<file path="src/rtl/button_pkg.sv">
`default_nettype none
// ----------------------------------------------------------------------------
// button_pkg : shared types and 100 MHz timing defaults for button_event
// Rev 1.0
// ----------------------------------------------------------------------------
package button_pkg;

    typedef enum logic [2:0] {
        IDLE  = 3'd0,
        DOWN  = 3'd1,
        WAIT2 = 3'd2,
        DOWN2 = 3'd3,
        LONG  = 3'd4
    } btn_state_t;

    // 500 ms long press, 100 ms repeat period, 150 ms double-click gap
    localparam int LONG_CYCLES_DEF   = 50_000_000;
    localparam int REPEAT_CYCLES_DEF = 10_000_000;
    localparam int DCLICK_CYCLES_DEF = 15_000_000;

    function automatic int max3(input int a, input int b, input int c);
        int m;
        m = (a > b) ? a : b;
        return (m > c) ? m : c;
    endfunction

    function automatic logic is_held_state(input btn_state_t s);
        return (s == DOWN) || (s == DOWN2) || (s == LONG);
    endfunction

endpackage
`default_nettype wire

</file>
<file path="src/rtl/button_event_if.sv">
`default_nettype none
// ----------------------------------------------------------------------------
// button_event_if : button level in, gesture event pulses out
// Rev 1.0
// ----------------------------------------------------------------------------
interface button_event_if;

    logic btn;
    logic en;
    logic press;
    logic release_pulse;
    logic click;
    logic dclick;
    logic long_press;
    logic repeat_pulse;
    logic held;

    modport master (
        output btn,
        output en,
        input  press,
        input  release_pulse,
        input  click,
        input  dclick,
        input  long_press,
        input  repeat_pulse,
        input  held
    );

    modport slave (
        input  btn,
        input  en,
        output press,
        output release_pulse,
        output click,
        output dclick,
        output long_press,
        output repeat_pulse,
        output held
    );

endinterface
`default_nettype wire

</file>
<file path="src/rtl/btn_edge.sv">
`default_nettype none
// ----------------------------------------------------------------------------
// btn_edge : armed edge detector for a clock-synchronous level input
// Rev 1.0
// ----------------------------------------------------------------------------
module btn_edge (
    input  wire logic clk,
    input  wire logic rst_n,
    input  wire logic btn,
    output logic      rise,
    output logic      fall
);

    logic btn_q;
    logic btn_d;
    logic armed_q;
    logic armed_d;

    always_comb begin
        btn_d   = btn;
        armed_d = 1'b1;
    end

    always_ff @(posedge clk or negedge rst_n) begin
        if (!rst_n) begin
            btn_q   <= 1'b0;
            armed_q <= 1'b0;
        end else begin
            btn_q   <= btn_d;
            armed_q <= armed_d;
        end
    end

    // No edge until the first post-reset sample, so a level held through reset is silent
    always_comb begin
        rise = armed_q &  btn & ~btn_q;
        fall = armed_q & ~btn &  btn_q;
    end

endmodule
`default_nettype wire

</file>
<file path="src/rtl/button_event.sv">
`default_nettype none
// ----------------------------------------------------------------------------
// button_event : classifies a debounced button into press/release/click/
//                double-click/long-press/repeat single-cycle pulses
// Rev 1.0
// ----------------------------------------------------------------------------
module button_event
    import button_pkg::*;
#(
    parameter int LONG_CYCLES   = LONG_CYCLES_DEF,
    parameter int REPEAT_CYCLES = REPEAT_CYCLES_DEF,
    parameter int DCLICK_CYCLES = DCLICK_CYCLES_DEF,
    parameter int CNT_W         = $clog2(max3(LONG_CYCLES, REPEAT_CYCLES, DCLICK_CYCLES) + 1)
) (
    input  wire logic       clk,
    input  wire logic       rst_n,
    button_event_if.slave   bus
);

    // Long threshold compares the current count so the counter reaches
    // LONG_CYCLES-1 on the same edge that raises long_press.
    localparam logic [CNT_W-1:0] LONG_LAST   = CNT_W'(LONG_CYCLES - 2);
    localparam logic [CNT_W-1:0] DCLICK_LAST = CNT_W'(DCLICK_CYCLES - 1);
    localparam logic [CNT_W-1:0] REPEAT_LAST = CNT_W'(REPEAT_CYCLES - 1);
    localparam logic [CNT_W-1:0] CNT_ONE     = CNT_W'(1);

    logic rise;
    logic fall;

    btn_edge u_edge (
        .clk   (clk),
        .rst_n (rst_n),
        .btn   (bus.btn),
        .rise  (rise),
        .fall  (fall)
    );

    btn_state_t       state_q, state_d;
    logic [CNT_W-1:0] cnt_q, cnt_d;
    logic             press_q, press_d;
    logic             release_q, release_d;
    logic             click_q, click_d;
    logic             dclick_q, dclick_d;
    logic             long_q, long_d;
    logic             repeat_q, repeat_d;
    logic             held_q, held_d;

    always_comb begin
        state_d   = state_q;
        cnt_d     = cnt_q + CNT_ONE;
        press_d   = 1'b0;
        release_d = 1'b0;
        click_d   = 1'b0;
        dclick_d  = 1'b0;
        long_d    = 1'b0;
        repeat_d  = 1'b0;

        if (!bus.en) begin
            state_d = IDLE;
            cnt_d   = '0;
        end else begin
            press_d = rise;
            case (state_q)
                IDLE: begin
                    cnt_d = '0;
                    if (rise) begin
                        state_d = DOWN;
                    end
                end
                DOWN: begin
                    if (fall) begin
                        state_d   = WAIT2;
                        cnt_d     = '0;
                        release_d = 1'b1;
                    end else if (cnt_q == LONG_LAST) begin
                        state_d = LONG;
                        cnt_d   = '0;
                        long_d  = 1'b1;
                    end
                end
                WAIT2: begin
                    // A rise on the final window cycle still wins over the click
                    if (rise) begin
                        state_d = DOWN2;
                        cnt_d   = '0;
                    end else if (cnt_q == DCLICK_LAST) begin
                        state_d = IDLE;
                        cnt_d   = '0;
                        click_d = 1'b1;
                    end
                end
                DOWN2: begin
                    if (fall) begin
                        state_d   = IDLE;
                        cnt_d     = '0;
                        release_d = 1'b1;
                        dclick_d  = 1'b1;
                    end else if (cnt_q == LONG_LAST) begin
                        state_d = LONG;
                        cnt_d   = '0;
                        long_d  = 1'b1;
                    end
                end
                LONG: begin
                    if (fall) begin
                        state_d   = IDLE;
                        cnt_d     = '0;
                        release_d = 1'b1;
                    end else if (cnt_q == REPEAT_LAST) begin
                        cnt_d    = '0;
                        repeat_d = 1'b1;
                    end
                end
                default: begin
                    state_d = IDLE;
                    cnt_d   = '0;
                end
            endcase
        end

        held_d = is_held_state(state_d);
    end

    always_ff @(posedge clk or negedge rst_n) begin
        if (!rst_n) begin
            state_q   <= IDLE;
            cnt_q     <= '0;
            press_q   <= 1'b0;
            release_q <= 1'b0;
            click_q   <= 1'b0;
            dclick_q  <= 1'b0;
            long_q    <= 1'b0;
            repeat_q  <= 1'b0;
            held_q    <= 1'b0;
        end else begin
            state_q   <= state_d;
            cnt_q     <= cnt_d;
            press_q   <= press_d;
            release_q <= release_d;
            click_q   <= click_d;
            dclick_q  <= dclick_d;
            long_q    <= long_d;
            repeat_q  <= repeat_d;
            held_q    <= held_d;
        end
    end

    assign bus.press         = press_q;
    assign bus.release_pulse = release_q;
    assign bus.click         = click_q;
    assign bus.dclick        = dclick_q;
    assign bus.long_press    = long_q;
    assign bus.repeat_pulse  = repeat_q;
    assign bus.held          = held_q;

endmodule
`default_nettype wire

</file>
<file path="src/flat_wrapper.sv">
// flat-port wrapper written by rule: the top's interface ports become plain ports
module button_event_flat import button_pkg::*;
#(
    parameter int LONG_CYCLES   = LONG_CYCLES_DEF,
    parameter int REPEAT_CYCLES = REPEAT_CYCLES_DEF,
    parameter int DCLICK_CYCLES = DCLICK_CYCLES_DEF,
    parameter int CNT_W         = $clog2(max3(LONG_CYCLES, REPEAT_CYCLES, DCLICK_CYCLES) + 1)
)
  (clk, rst_n, bus_btn, bus_en, bus_press, bus_release_pulse, bus_click, bus_dclick, bus_long_press, bus_repeat_pulse, bus_held);
  button_event_if bus_i ();
  input  wire logic clk;
  input  wire logic rst_n;
  input wire logic [$bits(bus_i.btn)-1:0] bus_btn;
  input wire logic [$bits(bus_i.en)-1:0] bus_en;
  output wire logic [$bits(bus_i.press)-1:0] bus_press;
  output wire logic [$bits(bus_i.release_pulse)-1:0] bus_release_pulse;
  output wire logic [$bits(bus_i.click)-1:0] bus_click;
  output wire logic [$bits(bus_i.dclick)-1:0] bus_dclick;
  output wire logic [$bits(bus_i.long_press)-1:0] bus_long_press;
  output wire logic [$bits(bus_i.repeat_pulse)-1:0] bus_repeat_pulse;
  output wire logic [$bits(bus_i.held)-1:0] bus_held;
  assign bus_i.btn = bus_btn;
  assign bus_i.en = bus_en;
  assign bus_press = bus_i.press;
  assign bus_release_pulse = bus_i.release_pulse;
  assign bus_click = bus_i.click;
  assign bus_dclick = bus_i.dclick;
  assign bus_long_press = bus_i.long_press;
  assign bus_repeat_pulse = bus_i.repeat_pulse;
  assign bus_held = bus_i.held;
  button_event #(.LONG_CYCLES(LONG_CYCLES), .REPEAT_CYCLES(REPEAT_CYCLES), .DCLICK_CYCLES(DCLICK_CYCLES), .CNT_W(CNT_W)) u_core (.clk(clk), .rst_n(rst_n), .bus(bus_i));
endmodule
</file>
<file path="config.mk">
export PLATFORM = sky130hd
export DESIGN_NAME = button_event_flat
export DESIGN_NICKNAME = d
export VERILOG_FILES = /design/src/rtl/button_pkg.sv /design/src/rtl/button_event_if.sv /design/src/rtl/btn_edge.sv /design/src/rtl/button_event.sv /design/src/flat_wrapper.sv
export SDC_FILE = /design/constraint.sdc
export NUM_CORES = 1
export LEC_CHECK = 0
export ABC_AREA = 1
export BUFFER_PORTS_ARGS = -buffer_cell sky130_fd_sc_hd__buf_2
export CELL_PAD_IN_SITES_DETAIL_PLACEMENT = 0
export CELL_PAD_IN_SITES_GLOBAL_PLACEMENT = 1
export CORE_MARGIN = 5
export CORE_UTILIZATION = 44
export DETAILED_ROUTE_END_ITERATION = 16
export GPL_TIMING_DRIVEN = 0
export PLACE_DENSITY = 0.82
export SLEW_MARGIN = 20
export SYNTH_ARGS = -nofsm -noshare
export SYNTH_HDL_FRONTEND = slang
export SYNTH_SLANG_ARGS = --single-unit
</file>
<file path="constraint.sdc">
create_clock -name clk -period 1.8 [get_ports clk]
set_input_delay 0.18 -clock clk [delete_from_list [all_inputs] [get_ports clk]]
set_output_delay 0.18 -clock clk [all_outputs]
set_load 0.1 [all_outputs]
</file>
Word level (Yosys, flattened, before mapping)
Cells that the tools add are included.
- bitwise operators: 6
- equality and inequality tests: 10
- $add $sub $neg: 1
- reductions and logical operators: 5
- mux-type cells: 35
- operators by type and width (operator ; number):
    26-bit 2-to-1 mux ; 7
    26-bit case mux with 3 select lines ; 1
    26-bit by 24-bit == test with 1-bit output (second input constant) ; 2
    26-bit by 1-bit adder with 26-bit output (second input constant) ; 1
    26-bit == test (second input constant) ; 1
    3-bit 2-to-1 mux ; 8
    1-bit 2-to-1 mux ; 18
    3-bit case mux with 5 select lines ; 1
    3-bit by 2-bit == test with 1-bit output (second input constant) ; 3
    3-bit by 1-bit == test with 1-bit output (second input constant) ; 2
    3-bit == test (second input constant) ; 2
    1-bit AND ; 4
    3-bit zero test ; 1
    3-bit OR reduction ; 1
    1-bit logical OR ; 2
    1-bit NOT ; 2
    2-bit OR reduction ; 1
- word-level logic and storage cells: 68
- output and inout bits: 7
- bits in registers: 38
- input port bits: 4

Longest topological paths before layout
Gate-level depths: netlist of run 1.
- depth after elaboration: 9
- gate-level depth with buffers: 12
- gate-level depth less buffers: 11

Modules after synthesis
A second synthesis of run 1 with hierarchy kept.
- cell total of the unflattened synthesis: 327
- area, all modules: 2283.4 um^2
- modules (own cells, without submodules) (module ; cells an instance ; instances ; area an instance (um^2) ; seq. area each (um^2)):
    button_event ; 320 ; 1 ; 2214.6 ; 900.9
    btn_edge ; 7 ; 1 ; 68.8 ; 50.0

Least setup slack after synthesis of run 1
No wires, ideal clock.
- kind: reg2reg
- start: register u_core.cnt_q[0]
- end: register u_core.cnt_q[10]
- library setup time: 0.121 ns
- buffers on the path: 1
- clock period less this slack: 1.538 ns
- arrival: 1.417 ns
- stages on the path, launching flop included: 12
- required time: 1.679 ns
- path slack: 0.262 ns
- cells stage by stage: dfrtp_1 > ha_1 > inv_1 > nor2_4 > nand2_1 > nor2_1 > nand2_1 > nand2_1 > nand3_2 > nand2_4 > buf_6 > nor2_1
- word-level cells in the longest chain between the ends: 5
- elaborated cells between the ends (all ways): 12
- those cells by class: add/sub: 1; eq/ne: 3; mux: 8
- RTL lines (what ; RTL line ; source):
    start: declaration ; button_event.sv:39 ; logic [CNT_W-1:0] cnt_q, cnt_d;
    start signal: assignment ; button_event.sv:137 ; cnt_q <= cnt_d;
    26-bit by 1-bit adder with 26-bit output (tied with other cells) ; button_event.sv:50 ; cnt_d = cnt_q + CNT_ONE;
    26-bit 2-to-1 mux, on equally long branches ; - ;
    26-bit 2-to-1 mux, on equally long branches ; button_event.sv:105, button_event.sv:71, button_event.sv:83 ;
    26-bit case mux with 3 select lines * ; button_event.sv:63 ; case (state_q)
    26-bit 2-to-1 mux * ; button_event.sv:58 ; if (!bus.en) begin
    via u_core.cnt_d[10] ; button_event.sv:39 ;
The timed path passes the listed nets; every way through them passes the cells marked *.

Worst setup path in the final report of run 1
- start: register u_core.cnt_q[0]
- end: register u_core.cnt_q[12]
Same word-level chain as after synthesis.

==> results of run 1 <==
[layer usage]
layer / track usage (%) / part of all wire (%) / vias to the layer above
li1: - / - / 962
met3: 3.047 / 3.7 / 8
met4: 7.601 / 1.8 / 0
met2: 25.91 / 44 / 30
met5: 0 / 0 / -
met1: 23.62 / 50 / 849
[worst max-delay path by stage]
stage | cells after the start | end | slack, ns | startpoint
after floorplan | 11 | u_core.cnt_q[10]$_DFF_PN0_ | 0.26 | u_core.cnt_q[0]$_DFF_PN0_
after global placement | 11 | u_core.cnt_q[19]$_DFF_PN0_ | -0.001 | u_core.cnt_q[0]$_DFF_PN0_
after detailed placement | 11 | u_core.cnt_q[21]$_DFF_PN0_ | -0.02 | u_core.cnt_q[0]$_DFF_PN0_
after CTS | 11 | u_core.cnt_q[12]$_DFF_PN0_ | 0.02 | u_core.cnt_q[0]$_DFF_PN0_
after global routing | 11 | u_core.cnt_q[10]$_DFF_PN0_ | 0.002 | u_core.cnt_q[0]$_DFF_PN0_
final | 11 | u_core.cnt_q[12]$_DFF_PN0_ | 0.13 | u_core.cnt_q[0]$_DFF_PN0_
[power by group through the flow]
stage,clock network (W),registers (W),logic (W)
final,0.000741,0.000862,0.0000656
after global routing,0.000809,0.000862,0.0000751
after CTS,0.000764,0.000861,0.0000661
after detailed placement,0,0.000878,0.0000655
after global placement,0,0.000878,0.0000653
after floorplan,0,0.000892,0.0000224
[state kept, by name (all words and copies together), names as in the netlist]
| name | count |
|---|---|
| u_core.cnt_q | 26 |
| u_core.state_q | 3 |
| u_core.bus.click | 1 |
| u_core.bus.dclick | 1 |
| u_core.bus.held | 1 |
| u_core.bus.long_press | 1 |
| u_core.bus.press | 1 |
| u_core.bus.release_pulse | 1 |
| u_core.bus.repeat_pulse | 1 |
| u_core.u_edge.armed_q | 1 |
| u_core.u_edge.btn_q | 1 |
[per-stage QoR]
step / instance area (um2) / utilization [%] / setup slack (ns) / std cells
after floorplan: 2153 / - / 0.2624 / 301
after global placement: 2287 / 48.42 / -0.001500 / 378
after detailed placement: 2287 / 48.42 / -0.01988 / 378
after CTS: 2427 / 51.39 / 0.01969 / 388
after global routing: 2495 / 52.82 / 0.002343 / 393
final: 2495 / 52.82 / 0.1331 / 393
[final cells by class]
type / instances / area (um2) / share of cell area [%]
Multi-Input combinational cell: 216 / 1039 / 41.63
Clock inverter: 1 / 30.03 / 1.204
Tap cell: 67 / 83.83 / 3.360
Buffer: 2 / 30.03 / 1.204
Timing Repair Buffer: 18 / 110.1 / 4.413
Clock buffer: 6 / 82.58 / 3.310
Sequential cell: 38 / 950.9 / 38.11
Inverter: 45 / 168.9 / 6.770
[cell families (layout without fill, tap and decap cells)]
logic type / Yosys count / count (layout) / share of synthesized area [%]
other cells: 1 / 1 / 0.1742
simple gates: 186 / 186 / 35.91
buf+inv: 47 / 72 / 8.890
compound gates: 8 / 8 / 1.976
flops: 38 / 38 / 44.16
xor+xnor: 19 / 19 / 7.728
fa+ha+maj: 2 / 2 / 1.162
[cell usage in the layout (no fill, tap or decap)]
cell,Yosys,final
a21boi_0,1,1
a21oi_1,2,2
buf_2,0,10
buf_4,0,8
buf_8,0,2
bufinv_16,0,1
clkbuf_8,0,6
conb_1,1,1
dfrtp_1,38,38
ha_1,2,1
ha_2,0,1
inv_1,45,44
inv_2,0,1
nand2_1,77,74
nand2_2,1,3
nand2_4,1,2
nand3_1,16,15
nand3_2,1,2
nand4_1,3,3
nor2_1,73,70
nor2_2,1,4
nor2_4,1,1
nor3_1,10,10
nor3_2,1,1
nor4_1,1,1
o21ai_0,5,5
xnor2_1,4,4
xor2_1,15,15
[what timing repair did]
action / 4_1_cts / 5_1_grt
setup endpoints to repair: 20 / 25
pin swaps: 1 / 3
resized for setup: 3 / 9
gates cloned: 0 / 0
buffers inserted: 3 / 5
==> run metrics, run 1 <==
site row count=25; crit end category=register; DIE HEIGHT=79.96 um; switch share=21.14%; fmax=599.9 MHz; GPL Wtd Cong=0.8757; tightest hold margin=-0.02014 ns; via/cell ratio=4.705; Setup crit start kind=register; Seq pwr share=51.7%; reg2reg setup slack=0.13 ns; CP delay by family, top=simple AND/OR/NAND/NOR gates; #FFs+latches synth=38; critical path's largest stage delay=0.38 ns; CP dominant cell by count=nand2_1; num ports=11; Synth area leaders=dfrtp_1 (44%), nand2_1 (13%), nor2_1 (13%); Vias=1849; Overflow after GRT=0; Max-Cap Viols=0; number of synthesized flops with an enable pin=0; Die X=79.96 um; Slew Limit Fails=0; total clock sinks=38; commonest cells in the netlist=nand2_1 (77), nor2_1 (73), inv_1 (45); Total GRT Usage=17.08%; PwrDens=668.5 nW/um2; cell count of the worst reg-to-reg path=11; critical-path cell list=ha_2 -> inv_1 -> nor2_4 -> nand2_1 -> nor2_1 -> nand2_1 -> nand2_1 -> nand3_2 -> nand2_4 -> buf_8 -> nor2_1; worst endpoint data arrival time=1.84 ns; first-iteration detailed-routing DRC count=102; Total Wirelength=4793 um; count of hold-fix buffers inserted at cts=0; post-layout min period=1.667 ns; synth unique cells=22; vias in the first global route=1778; Final HPWL DP=3573 um; Final Net Count=332; Post-synth ARST share=100.0%; slowest cell on the critical path=dfrtp_1; fillers=477; Final period util=92.61%; Top FF cell, synth=dfrtp_1; Internal=0.001315 W; pin count of the biggest net entering global routing=39; layout cells sized above 1=12.88%; number of inserted diodes=0; final setup vio count=0; P&R area growth vs syn=15.86%; core region area=4723 um2; P_leak=1.177 nW; first-pass GRT wire length=8293 um; DR DRC count=0; worst rel slew slack=44.31%; worst vdd ir=0.3957 mV; CTS Root Cell=clkbuf_8; DRT antenna net count=0; antenna violations before repair=0; Psw=0.0003525 W; mean routed wirelength per cell=12.20 um; Initial Util=45.59%; Ys Warns=0; cts bufs inserted=5; Clock transition at path regs=0.08 ns; Crit Path Class=reg2reg; CP max FO=10; Power, Total=0.001668 W; final hold viol count=28; Post-Synthesis Cells=301; post-synth net total=307; DIE AREA=6393 um2; maximum buffer depth of the clock tree=2; clock latency on the worst-skew pair=0.30 ns; TNS Setup=0 ns; top cell type by total area after synthesis=dfrtp_1; Clk pwr share=44.4%; post-synth top area share=44.16%; count leader, synth=nand2_1; CTS tree=yes; H-tree levels=2; Worst Path Buf+Inv=2; Comb pwr share=3.9%; TritonRoute pass-1 iters=4; failing checks=hold timing; sequential share of the synthesized area=44.16%; Worst R2R End=u_core.cnt_q[12]$_DFF_PN0_; PortBufs=10; Final Skew=0.01154 ns; R2R Path Start=u_core.cnt_q[0]$_DFF_PN0_; syn_area_per_cell=7.154 um2; CP required=1.98 ns; HP Class=in2async; cell area after synthesis=2153 um2; status=finished, violations left; Worst Tran Pin Value=0.8353 ns; RSZ-0062 raised after global routing=false
Note: power is estimated with default switching activity, not from simulation.
==> inputs of run 2 (changes only) <==
--- a/config.mk
+++ b/config.mk
@@ -7,12 +7,13 @@
 export LEC_CHECK = 0
 export ABC_AREA = 1
 export BUFFER_PORTS_ARGS = -buffer_cell sky130_fd_sc_hd__buf_2
+export CAP_MARGIN = 20
 export CELL_PAD_IN_SITES_DETAIL_PLACEMENT = 0
 export CELL_PAD_IN_SITES_GLOBAL_PLACEMENT = 1
 export CORE_MARGIN = 5
 export CORE_UTILIZATION = 44
 export DETAILED_ROUTE_END_ITERATION = 16
-export GPL_TIMING_DRIVEN = 0
+export GPL_TIMING_DRIVEN = 1
 export PLACE_DENSITY = 0.82
 export SLEW_MARGIN = 20
 export SYNTH_ARGS = -nofsm -noshare
==> run 2 against run 1 <==
The run now ends clean. Combinational power grew 4.4%. Die area is the same. Cell area shrank 0.30%. Total power shrank 11%. Non-clock buffer count grew 2. Setup slack lost 0.018 ns. Critical path depth is the same. Largest power group unchanged.
==> run metrics, run 2 (synthesized netlist as in run 1, its figures left out) <==
status=finished clean; DRT antenna net count=0 (unchanged); DR top layer=met4; maximum buffer depth of the clock tree=2 (unchanged); HP Class=in2reg; placed insts=386 (+2.1%); core region area=4723 um2 (unchanged); DIE AREA=6393 um2 (unchanged); crit end category=register; Die X=79.96 um (unchanged); fmax=593.4 MHz (-1.1%); CTS tree=yes; P_leak=1.161 nW (-1.4%); antenna violations before repair=0 (unchanged); DP Worst Slack=0.02821 ns (+0.04809 ns); max reg flops=26 (unchanged); layout cells sized above 1=12.84% (-0.039 points); highest-count cells in the layout ignoring fill and taps=nand2_1 (74), nor2_1 (70), inv_1 (44); Final Skew=0.006373 ns (-0.005165 ns); H-tree levels=2 (unchanged); via/cell ratio=4.695 (-0.20%); Final HPWL DP=3635 um (+1.7%); hold path cells=1; Max-Cap Viols=0 (unchanged); switch share=21.50% (+0.36 points); DR DRC count=0 (unchanged); fillers=471 (-1.3%); Seq pwr share=57.8% (+6.1 points); CP max FO=15 (+5); Clock transition at path regs=0.07 ns (about the same); Crit Path Class=reg2reg; commonest non-fill, non-tap cell in the layout=nand2_1; cts bufs inserted=5 (unchanged); vias in the first global route=1761 (-0.96%); PnR worst setup slack=0.1149 ns (-0.01822 ns); Internal=0.001170 W (-11%); M1 WL=2278 um (-5.7%); Clk pwr share=37.6% (-6.8 points); TritonRoute pass-1 iters=4 (unchanged); post-layout min period=1.685 ns (+0.01822 ns); Final period util=93.62% (+1.0 points); pin count of the biggest net entering global routing=39 (unchanged); P&R area growth vs syn=15.51%; Psw=0.0003204 W (-9.1%); Setup crit start kind=register; worst vdd ir=0.3460 mV (-13%); first-iteration detailed-routing DRC count=68 (-33%); num ports=11 (unchanged); site row count=25 (unchanged); final hold viol count=0 (-100%); clock latency on the worst-skew pair=0.28 ns (-0.02 ns); Comb pwr share=4.6% (+0.7 points); final setup vio count=0 (unchanged); GPL Wtd Cong=0.8249 (-5.8%); Vias=1850 (+0.054%); most flop-heavy register=u_core.cnt_q; Overflow after GRT=0 (unchanged); total clock sinks=38 (unchanged); CP required=1.97 ns (about the same); PortBufs=10 (unchanged); final cell count without fillers=394 (+0.25%); mean routed wirelength per cell=11.87 um (-2.7%); top flop regs=u_core.cnt_q x26, u_core.state_q x3; Total Wirelength=4677 um (-2.4%); worst endpoint data arrival time=1.85 ns (about the same); met2 WL=2104 um (-0.33%); PwrDens=599.2 nW/um2 (-10%); cell count of the worst reg-to-reg path=11 (unchanged); Total GRT Usage=16.58% (-0.49 points); DIE HEIGHT=79.96 um (unchanged); first-pass GRT wire length=8197 um (-1.2%); number of inserted diodes=0 (unchanged); Slew Limit Fails=0 (unchanged); Power, Total=0.001490 W (-11%); Final Net Count=334 (+0.60%); met3 wire len=213 um (+20%); Initial Util=45.59% (unchanged); CTS Root Cell=clkbuf_8
[run 2: changes by cell type in the layout (fill, tap and decap cells not counted)]
cell           previous run  this run
nand2_4                   2         1
buf_8                     2         0
o21ai_0                   5         4
o21ai_1                   0         1
buf_4                     8         9
dlygate4sd3_1             0         1
nand2_2                   3         4
buf_12                    0         2
bufinv_16                 1         0
[run 2: per-stage QoR]
stage	hold WS [ns]	setup TNS, ns	area, um2	utilization, %
detailed placement	0.2606	0	2365	50.07
finish	0.04260	0	2487	52.66
global placement	0.2594	0	2365	50.07
global route	0.03332	-0.05788	2487	52.66
CTS	0.03366	0	2457	52.03
floorplan	-0.1156	0	2153	-
[run 2: what timing repair did]
action / 4_1_cts / 5_1_grt
endpoints found under the hold margin: 38 / 0
endpoints found under the setup margin: 0 / 28
gates resized for setup: 0 / 10
hold buffers: 1 / 0
setup buffers: 0 / 1
[run 2: power by group through the flow]
stage / logic, W / clock network, W / registers [W]
2_1_floorplan: 0.0000224 / 0 / 0.000892
3_3_place_gp: 0.0000686 / 0 / 0.000878
3_5_place_dp: 0.0000680 / 0 / 0.000878
4_1_cts: 0.0000696 / 0.000587 / 0.000861
5_1_grt: 0.0000785 / 0.000618 / 0.000861
6_report: 0.0000685 / 0.000560 / 0.000862
[run 2: path summary, 6_finish.rpt]
path / from / end / slack, ns
setup / recovery: u_core.cnt_q[0]$_DFF_PN0_ / u_core.cnt_q[13]$_DFF_PN0_ / 0.11
hold / removal: bus_btn / u_core.u_edge.btn_q$_DFF_PN0_ / 0.04
setup reg to reg: u_core.cnt_q[0]$_DFF_PN0_ / u_core.cnt_q[13]$_DFF_PN0_ / 0.11
hold reg to reg: u_core.cnt_q[0]$_DFF_PN0_ / u_core.cnt_q[0]$_DFF_PN0_ / 0.51
max in group asynchronous: rst_n / u_core.state_q[0]$_DFF_PN0_ / 0.98
min in group asynchronous: rst_n / u_core.cnt_q[15]$_DFF_PN0_ / 0.48
[run 2: cell type report]
type / count / area, um2 / area share [%]
clock buffers: 6 / 82.58 / 3.320
multi-input cells: 216 / 1033 / 41.55
well taps: 67 / 83.83 / 3.370
inverters: 45 / 168.9 / 6.791
repair buffers: 22 / 167.7 / 6.740
flip-flops and latches: 38 / 950.9 / 38.23
[run 2: worst max-delay path: stages (launching register included)]
cell and delay (ns):
dfrtp_1 0.41, ha_2 0.21, inv_1 0.06, nor2_4 0.14, nand2_1 0.08, nor2_1 0.12
nand2_1 0.08, nand2_1 0.09, nand3_2 0.10, nand2_4 0.09, buf_12 0.14, nor2_1 0.05
[run 2: per-layer routing]
metal,vias to the layer above,global-route usage (%)
met5,-,0
li1,959,-
met1,847,23.14
met2,35,25.75
met4,0,5.068
met3,9,3.386
